$ cat src/rtl/vga_pkg.sv
// vga_pkg: pixel/address widths, prefetch FSM states and standard frame sizes
package vga_pkg;
  localparam int PIX_W = 24;
  localparam int BYTES_PER_PIX = 4;
  localparam int ADDR_W = 30;
  localparam int PIX_640X480 = 307200;
  localparam int PIX_1280X960 = 1228800;
  localparam int PIX_1920X1080 = 2073600;
  typedef enum logic [1:0] {IDLE, REQ, WAIT_DATA, FLUSH} state_t;
endpackage

$ cat src/rtl/vga_pix_prefetch_if.sv
// vga_pix_prefetch_if: DDR3 burst read port, prefetcher is master, memory is slave
interface vga_pix_prefetch_if;
  import vga_pkg::*;
  logic rd_req;
  logic [ADDR_W-1:0] rd_addr;
  logic rd_ack;
  logic rd_data_valid;
  logic [PIX_W-1:0] rd_data;
  modport master (output rd_req, rd_addr, input rd_ack, rd_data_valid, rd_data);
  modport slave (input rd_req, rd_addr, output rd_ack, rd_data_valid, rd_data);
endinterface

$ cat src/rtl/sync_fifo_fwft.sv
// sync_fifo_fwft: first-word-fall-through FIFO with synchronous clear and occupancy output
module sync_fifo_fwft #(
  parameter int DEPTH = 64,
  parameter int WIDTH = 24,
  localparam int AW = $clog2(DEPTH),
  localparam int CW = AW + 1
) (
  input  logic clk,
  input  logic rst,
  input  logic clr,
  input  logic wr_en,
  input  logic [WIDTH-1:0] wr_data,
  input  logic rd_en,
  output logic [WIDTH-1:0] rd_data,
  output logic [CW-1:0] count,
  output logic empty
);
  logic [WIDTH-1:0] mem [DEPTH];
  logic [AW-1:0] wp, rp;
  logic full, do_wr, do_rd;
  assign empty = count == '0;
  assign full = count == CW'(DEPTH);
  assign do_wr = wr_en & ~full & ~clr;
  assign do_rd = rd_en & ~empty & ~clr;
  assign rd_data = mem[rp];
  always_ff @(posedge clk)
    if (do_wr) mem[wp] <= wr_data;
  always_ff @(posedge clk or posedge rst)
    if (rst) begin
      wp <= '0;
      rp <= '0;
      count <= '0;
    end else if (clr) begin
      wp <= '0;
      rp <= '0;
      count <= '0;
    end else begin
      wp <= wp + AW'(do_wr);
      rp <= rp + AW'(do_rd);
      count <= count + CW'(do_wr) - CW'(do_rd);
    end
endmodule

$ cat src/rtl/vga_pix_prefetch.sv
// vga_pix_prefetch: burst-prefetches frame pixels from DDR3 into a FWFT buffer; PREFETCH_STATS_EN adds underflow_cnt
module vga_pix_prefetch
  import vga_pkg::*;
#(
  parameter logic [ADDR_W-1:0] FRAME_BASE = '0,
  parameter int PIX_PER_FRAME = PIX_640X480,
  parameter int BURST_LEN = 16,
  parameter int FIFO_DEPTH = 64
) (
  input  logic clk,
  input  logic rst,
  input  logic vsync,
  input  logic pix_req,
  output logic [PIX_W-1:0] rgb_out,
  output logic underflow,
`ifdef PREFETCH_STATS_EN
  output logic [15:0] underflow_cnt,
`endif
  vga_pix_prefetch_if.master rd
);
  localparam int CW = $clog2(FIFO_DEPTH) + 1;
  localparam int BW = $clog2(BURST_LEN) + 1;
  localparam logic [ADDR_W-1:0] STEP = ADDR_W'(BURST_LEN * BYTES_PER_PIX);
  state_t state, nxt;
  logic [1:0] vs_r;
  logic vs_rise, flush_pend, last_beat, take, empty, wr_en;
  logic [BW-1:0] beat_cnt;
  logic [CW-1:0] count, reserved, free_slots;
  logic [31:0] frame_cnt;
  logic [PIX_W-1:0] head;
  assign vs_rise = vs_r[0] & ~vs_r[1];
  assign take = state == REQ && rd.rd_ack;
  assign last_beat = rd.rd_data_valid && beat_cnt == BW'(BURST_LEN - 1);
  assign reserved = state == WAIT_DATA ? CW'(BURST_LEN) - CW'(beat_cnt) : '0;
  assign free_slots = CW'(FIFO_DEPTH) - count - reserved;
  assign wr_en = state == WAIT_DATA && rd.rd_data_valid;
  assign rd.rd_req = state == REQ;
  assign rgb_out = empty ? '0 : head;
  sync_fifo_fwft #(.DEPTH(FIFO_DEPTH), .WIDTH(PIX_W)) u_fifo (
    .clk, .rst, .clr(vs_rise), .wr_en, .wr_data(rd.rd_data),
    .rd_en(pix_req), .rd_data(head), .count, .empty
  );
  always_comb begin
    nxt = state;
    case (state)
      IDLE: nxt = !vs_rise && free_slots >= CW'(BURST_LEN) && frame_cnt < PIX_PER_FRAME ? REQ : IDLE;
      REQ: nxt = !rd.rd_ack ? REQ : (vs_rise || flush_pend) ? FLUSH : WAIT_DATA;
      WAIT_DATA: nxt = last_beat ? IDLE : vs_rise ? FLUSH : WAIT_DATA;
      FLUSH: nxt = last_beat ? IDLE : FLUSH;
      default: nxt = IDLE;
    endcase
  end
  // a frame restart seen while requesting is deferred to the ack so rd_addr stays stable
  always_ff @(posedge clk or posedge rst)
    if (rst) begin
      state <= IDLE;
      vs_r <= '0;
      flush_pend <= 1'b0;
      beat_cnt <= '0;
      rd.rd_addr <= FRAME_BASE;
      frame_cnt <= '0;
      underflow <= 1'b0;
    end else begin
      state <= nxt;
      vs_r <= {vs_r[0], vsync};
      flush_pend <= state == REQ && !rd.rd_ack && (flush_pend || vs_rise);
      beat_cnt <= state == REQ ? '0 : beat_cnt + BW'(rd.rd_data_valid && (state == WAIT_DATA || state == FLUSH));
      if (take && !(vs_rise || flush_pend)) begin
        rd.rd_addr <= rd.rd_addr + STEP;
        frame_cnt <= frame_cnt + 32'(BURST_LEN);
      end else if (take || (vs_rise && state != REQ)) begin
        rd.rd_addr <= FRAME_BASE;
        frame_cnt <= '0;
      end
      underflow <= !vs_rise && (underflow || (pix_req && empty));
    end
`ifdef PREFETCH_STATS_EN
  always_ff @(posedge clk or posedge rst)
    if (rst) underflow_cnt <= '0;
    else if (vs_rise) underflow_cnt <= '0;
    else if (pix_req && empty && underflow_cnt != 16'hFFFF) underflow_cnt <= underflow_cnt + 16'd1;
`endif
endmodule

$ cat src/flat_wrapper.sv
// flat-port wrapper written by rule: the top's interface ports become plain ports
module vga_pix_prefetch_flat import vga_pkg::*;
#(
  parameter logic [ADDR_W-1:0] FRAME_BASE = '0,
  parameter int PIX_PER_FRAME = PIX_640X480,
  parameter int BURST_LEN = 16,
  parameter int FIFO_DEPTH = 64
)
  (clk, rst, vsync, pix_req, rgb_out, underflow, rd_rd_req, rd_rd_addr, rd_rd_ack, rd_rd_data_valid, rd_rd_data);
  vga_pix_prefetch_if rd_i ();
  input  logic clk;
  input  logic rst;
  input  logic vsync;
  input  logic pix_req;
  output logic [PIX_W-1:0] rgb_out;
  output logic underflow;
  output wire logic [$bits(rd_i.rd_req)-1:0] rd_rd_req;
  output wire logic [$bits(rd_i.rd_addr)-1:0] rd_rd_addr;
  input wire logic [$bits(rd_i.rd_ack)-1:0] rd_rd_ack;
  input wire logic [$bits(rd_i.rd_data_valid)-1:0] rd_rd_data_valid;
  input wire logic [$bits(rd_i.rd_data)-1:0] rd_rd_data;
  assign rd_rd_req = rd_i.rd_req;
  assign rd_rd_addr = rd_i.rd_addr;
  assign rd_i.rd_ack = rd_rd_ack;
  assign rd_i.rd_data_valid = rd_rd_data_valid;
  assign rd_i.rd_data = rd_rd_data;
  vga_pix_prefetch #(.FRAME_BASE(FRAME_BASE), .PIX_PER_FRAME(PIX_PER_FRAME), .BURST_LEN(BURST_LEN), .FIFO_DEPTH(FIFO_DEPTH)) u_core (.clk(clk), .rst(rst), .vsync(vsync), .pix_req(pix_req), .rgb_out(rgb_out), .underflow(underflow), .rd(rd_i));
endmodule
$ cat config.mk
export PLATFORM = sky130hd
export DESIGN_NAME = vga_pix_prefetch_flat
export DESIGN_NICKNAME = d
export VERILOG_FILES = /design/src/rtl/vga_pkg.sv /design/src/rtl/vga_pix_prefetch_if.sv /design/src/rtl/sync_fifo_fwft.sv /design/src/rtl/vga_pix_prefetch.sv /design/src/flat_wrapper.sv
export SDC_FILE = /design/constraint.sdc
export NUM_CORES = 2
export LEC_CHECK = 0
export BUFFER_PORTS_ARGS = -buffer_cell sky130_fd_sc_hd__buf_4
export CAP_MARGIN = 10
export CORE_ASPECT_RATIO = 1.1
export CORE_MARGIN = 1
export CORE_UTILIZATION = 40
export DETAILED_ROUTE_END_ITERATION = 12
export RECOVER_POWER = 50
export SYNTH_ARGS = -nofsm -noshare
export SYNTH_HDL_FRONTEND = slang
export SYNTH_SLANG_ARGS = --single-unit
$ cat constraint.sdc
create_clock -name clk -period 4.9 [get_ports clk]
set_clock_uncertainty 0.05 [all_clocks]
set_input_delay 0.245 -clock clk [delete_from_list [all_inputs] [get_ports clk]]
set_output_delay 0.245 -clock clk [all_outputs]
set_load 0.02 [all_outputs]
==> impl_metrics.tcl <==
set metrics [dict create \
    rsz0062_at_grt "no" \
    status "complete, but fails checks" \
    hold_violations 0 \
    pwr-share-seq 0.428 \
    synth_async_sr_flop_share 0.0507 \
    p_clk_frac 0.341 \
    ys_seq_area_frac 0.759 \
    synthCells 3018 \
    ff_latch_area_sq_um 48200 \
    route.final.wire_length_um 160000 \
    critical-path-max-stage-delay_ns 1.07 \
    hold_removal_path_class "in -> reg" \
    post_drt_wl_per_cell_um 29.0 \
    p_sw_mw 10.3 \
    grt_start_max_net_pins 65 \
    timing.final.crit_period_ns 4.80 \
    slew_viol_final 1648 \
    portBuffers 79 \
    worst_r2r_endpoint "u_core.u_fifo.mem[32][17]" \
    dieHeight_um 420 \
    vias 31200 \
    antenna_found_initial 9 \
    p_leak_nw 22.7 \
    antenna_left 0 \
    first_drt_iteration_drcs 3087 \
    remaining_drc_errors 0 \
    worst-slew-pin-transition_ns 3.74 \
    finalNetCount 3335 \
    floorplan.initialDensity 0.405 \
    post_synth_edffs 1536 \
    layout-drive-gt1-share 0.277 \
    multi_input_area_sq_um 14400 \
    worst_setup_path_category "reg -> out" \
    rr_startpoint "u_core.u_fifo.count[4]" \
    critPathCapture "rgb_out[12]" \
    tritoncts.num_buffers 162 \
    hold_slack_ns 0.0957 \
    synth.lib_cells_used.distinct 65 \
    clk-insertion-delay-late_ns 0.80 \
    grt_first_pass_wirelength_um 230000 \
    critPathArrivalTime_ns 4.50 \
    nFillCells 13000 \
    most-common-layout-cells "1536 x edfxtp_1, 394 x mux4_2, 172 x buf_4" \
    cts.sink_count 1618 \
    die_area_sq_um 160000 \
    critical_path.cell_chain "buf_12, or3b_2, o22ai_1, a211oi_1, o21ai_1, o41ai_2, buf_4" \
    cts_root_buffer "clkbuf_16" \
    die_width_um 382 \
    post-cts-setup-buffers 0 \
    reg2reg_depth 8 \
    cp_data_required_time_ns 4.61 \
    failed_checks "max-capacitance violations, max-slew violations" \
    cts.htree.levels 4 \
    floorplan.io_pins 86 \
    detail_route.first_pass.iterations 5 \
    hold_path_depth 2 \
    core_area_sq_um 157000 \
    final.period_utilization 0.979 \
    relSlewSlack -1.49 \
    fp-row-count 152 \
    fmaxAchievable_ghz 0.209 \
    dp.final_hpwl_um 92600 \
    layout_commonest_cell "edfxtp_1" \
    dr_vias_cell 5.67 \
    synth_ff_type "edfxtp_1" \
    post_synth_instance_area_sq_um 63400 \
    gr-usage-all-layers 0.201 \
    gpl.final_weighted_congestion 0.824 \
    critical_path.slowest_cell "a211oi_1" \
    synth_warnings 0 \
    syn-mean-instance-area_sq_um 21.0 \
    setup.reg_to_reg.worst_slack_ns 1.35 \
    ctsLongestPathBuffers 3 \
    startpoint "u_core.u_fifo.rp[2]" \
    power_per_cell_area_nw_per_um2 505 \
    power_report.internal_total_mw 26.4 \
    final_layout_setup_total_negative_slack_ns 0 \
    cts.clk_slew.worst_paths_ns 0.06 \
    switching_share 0.280 \
    grt_pass1_vias 31600 \
    timing.critical_path.fanout_max 45 \
    overflow 0 \
    max-vdd-ir-drop_v 0.000495 \
    combPwrFrac 0.232 \
    startpoint_type "register" \
    max-cap-violations 26 \
    worst_setup_path_end_kind "primary output" \
    synth-seq-cells 1618 \
    cts_tree "yes" \
    flow.area_growth_from_synthesis_pct 14.8 \
    setup_violations 0 \
]
==> through the flow <==
step,cell area [sq um],setup slack [ns],std cells,power (mW),utilization
4_1_cts,72900,0.109,5487,37.1,0.465
3_3_place_gp,67400,0.938,5169,24.6,0.430
5_1_grt,72800,0.0584,5489,38.0,0.465
3_5_place_dp,67400,0.961,5169,24.6,0.430
2_1_floorplan,63500,1.86,3023,21.6,-
6_report,72800,0.104,5493,36.7,0.465
==> area by class of cell <==
class                   count  share of cell area
inverters                  42             0.00218
diodes                      6            0.000206
repair buffers            252              0.0281
clock buffers             203              0.0591
clock inverters            96              0.0147
multi-input cells        1197               0.198
well taps                2079              0.0357
flip-flops and latches   1618               0.662
==> worst min path at each step <==
stage / start / endpoint / slack (ns)
2_1_floorplan: vsync / u_core.vs_r[0] / 0.23
6_report: vsync / u_core.vs_r[0] / 0.1
4_1_cts: rd_rd_data[21] / u_core.u_fifo.mem[20][21] / 0.001
3_5_place_dp: rst / u_core.state[0] / 0.30
5_1_grt: vsync / u_core.vs_r[0] / 0.08
3_3_place_gp: vsync / u_core.vs_r[0] / 0.31
==> what timing repair did <==
| item | in CTS | in global routing |
|---|---|---|
| hold endpoints to repair | 629 | 0 |
| endpoints found under the setup margin | 0 | 0 |
| hold buffers | 19 | 0 |
| gates resized for setup | 0 | 0 |
==> power groups by stage <==
stage	Combinational, mW	Sequential, mW	Clock [mW]
6_report	8.51	15.7	12.5
4_1_cts	8.66	15.7	12.7
3_3_place_gp	8.61	16.0	0
5_1_grt	9.05	15.7	13.2
3_5_place_dp	8.62	16.0	0
2_1_floorplan	5.89	15.8	0
==> Yosys cell counts (all sizes together), types with 4 or more instances <==
master,instances,share of area
a2111o,7,0.0012
a211oi,41,0.0049
a21o,4,0.00047
a21oi,19,0.0015
a22oi,8,0.00095
a2bb2oi,4,0.00055
a311oi,8,0.0011
a31oi,5,0.00049
and2,13,0.0013
and3,6,0.00059
buf,105,0.011
clkbuf,61,0.0036
dfrtp,82,0.032
edfxtp,1536,0.73
ha,30,0.0059
inv,41,0.0024
mux2,34,0.0060
mux2i,35,0.0055
mux4,394,0.14
nand2,37,0.0022
nand2b,10,0.00099
nand3,25,0.0020
nand3b,7,0.00083
nand4,16,0.0018
nor2,180,0.011
nor2b,25,0.0025
nor3,17,0.0013
nor4,13,0.0016
o21ai,46,0.0036
o21bai,4,0.00047
o221ai,14,0.0019
o22a,5,0.00069
o22ai,66,0.0065
o41ai,19,0.0026
or2,4,0.00039
or3,8,0.00079
or3b,6,0.00083
or4,4,0.00053
xnor2,35,0.0048
xor2,16,0.0022
==> sequential cells by signal, indices dropped and copies added (netlist names) <==
| signal | flops |
|---|---|
| u_core.u_fifo.wp | 6 |
| u_core.u_fifo.rp | 6 |
| u_core.rd.rd_addr | 24 |
| u_core.vs_r | 2 |
| u_core.u_fifo.count | 7 |
| u_core.underflow | 1 |
| u_core.state | 2 |
| u_core.beat_cnt | 5 |
| u_core.frame_cnt | 28 |
| u_core.flush_pend | 1 |
| u_core.u_fifo.mem | 1536 |
==> kinds of logic after synthesis <==
group                      share of synthesized area
DFF                                            0.759
muxes                                          0.151
and+or+nand+nor                               0.0297
AOI/OAI and AO/OA                             0.0290
buffers and inverters                         0.0169
xor gates and xnor gates                     0.00704
adders and majority gates                    0.00655
other                                      0.0000591
==> per-layer routing <==
metal | vias up | GRT usage | routed length [um]
li1 | 13100 | - | -
met1 | 16800 | 0.269 | 65100
met2 | 1040 | 0.333 | 79700
met3 | 239 | 0.0320 | 9360
met4 | 4 | 0.0724 | 5420
met5 | - | 0 | 26
==> worst max-delay path, delay by kind of cell, from the launching register on <==
family	cells	cell delay (ns)
AOI/OAI and AO/OA	4	1.77
buffers and inverters	2	0.63
DFF	1	0.88
and+or+nand+nor	1	0.39
Note: power is estimated with default switching activity, not from simulation.
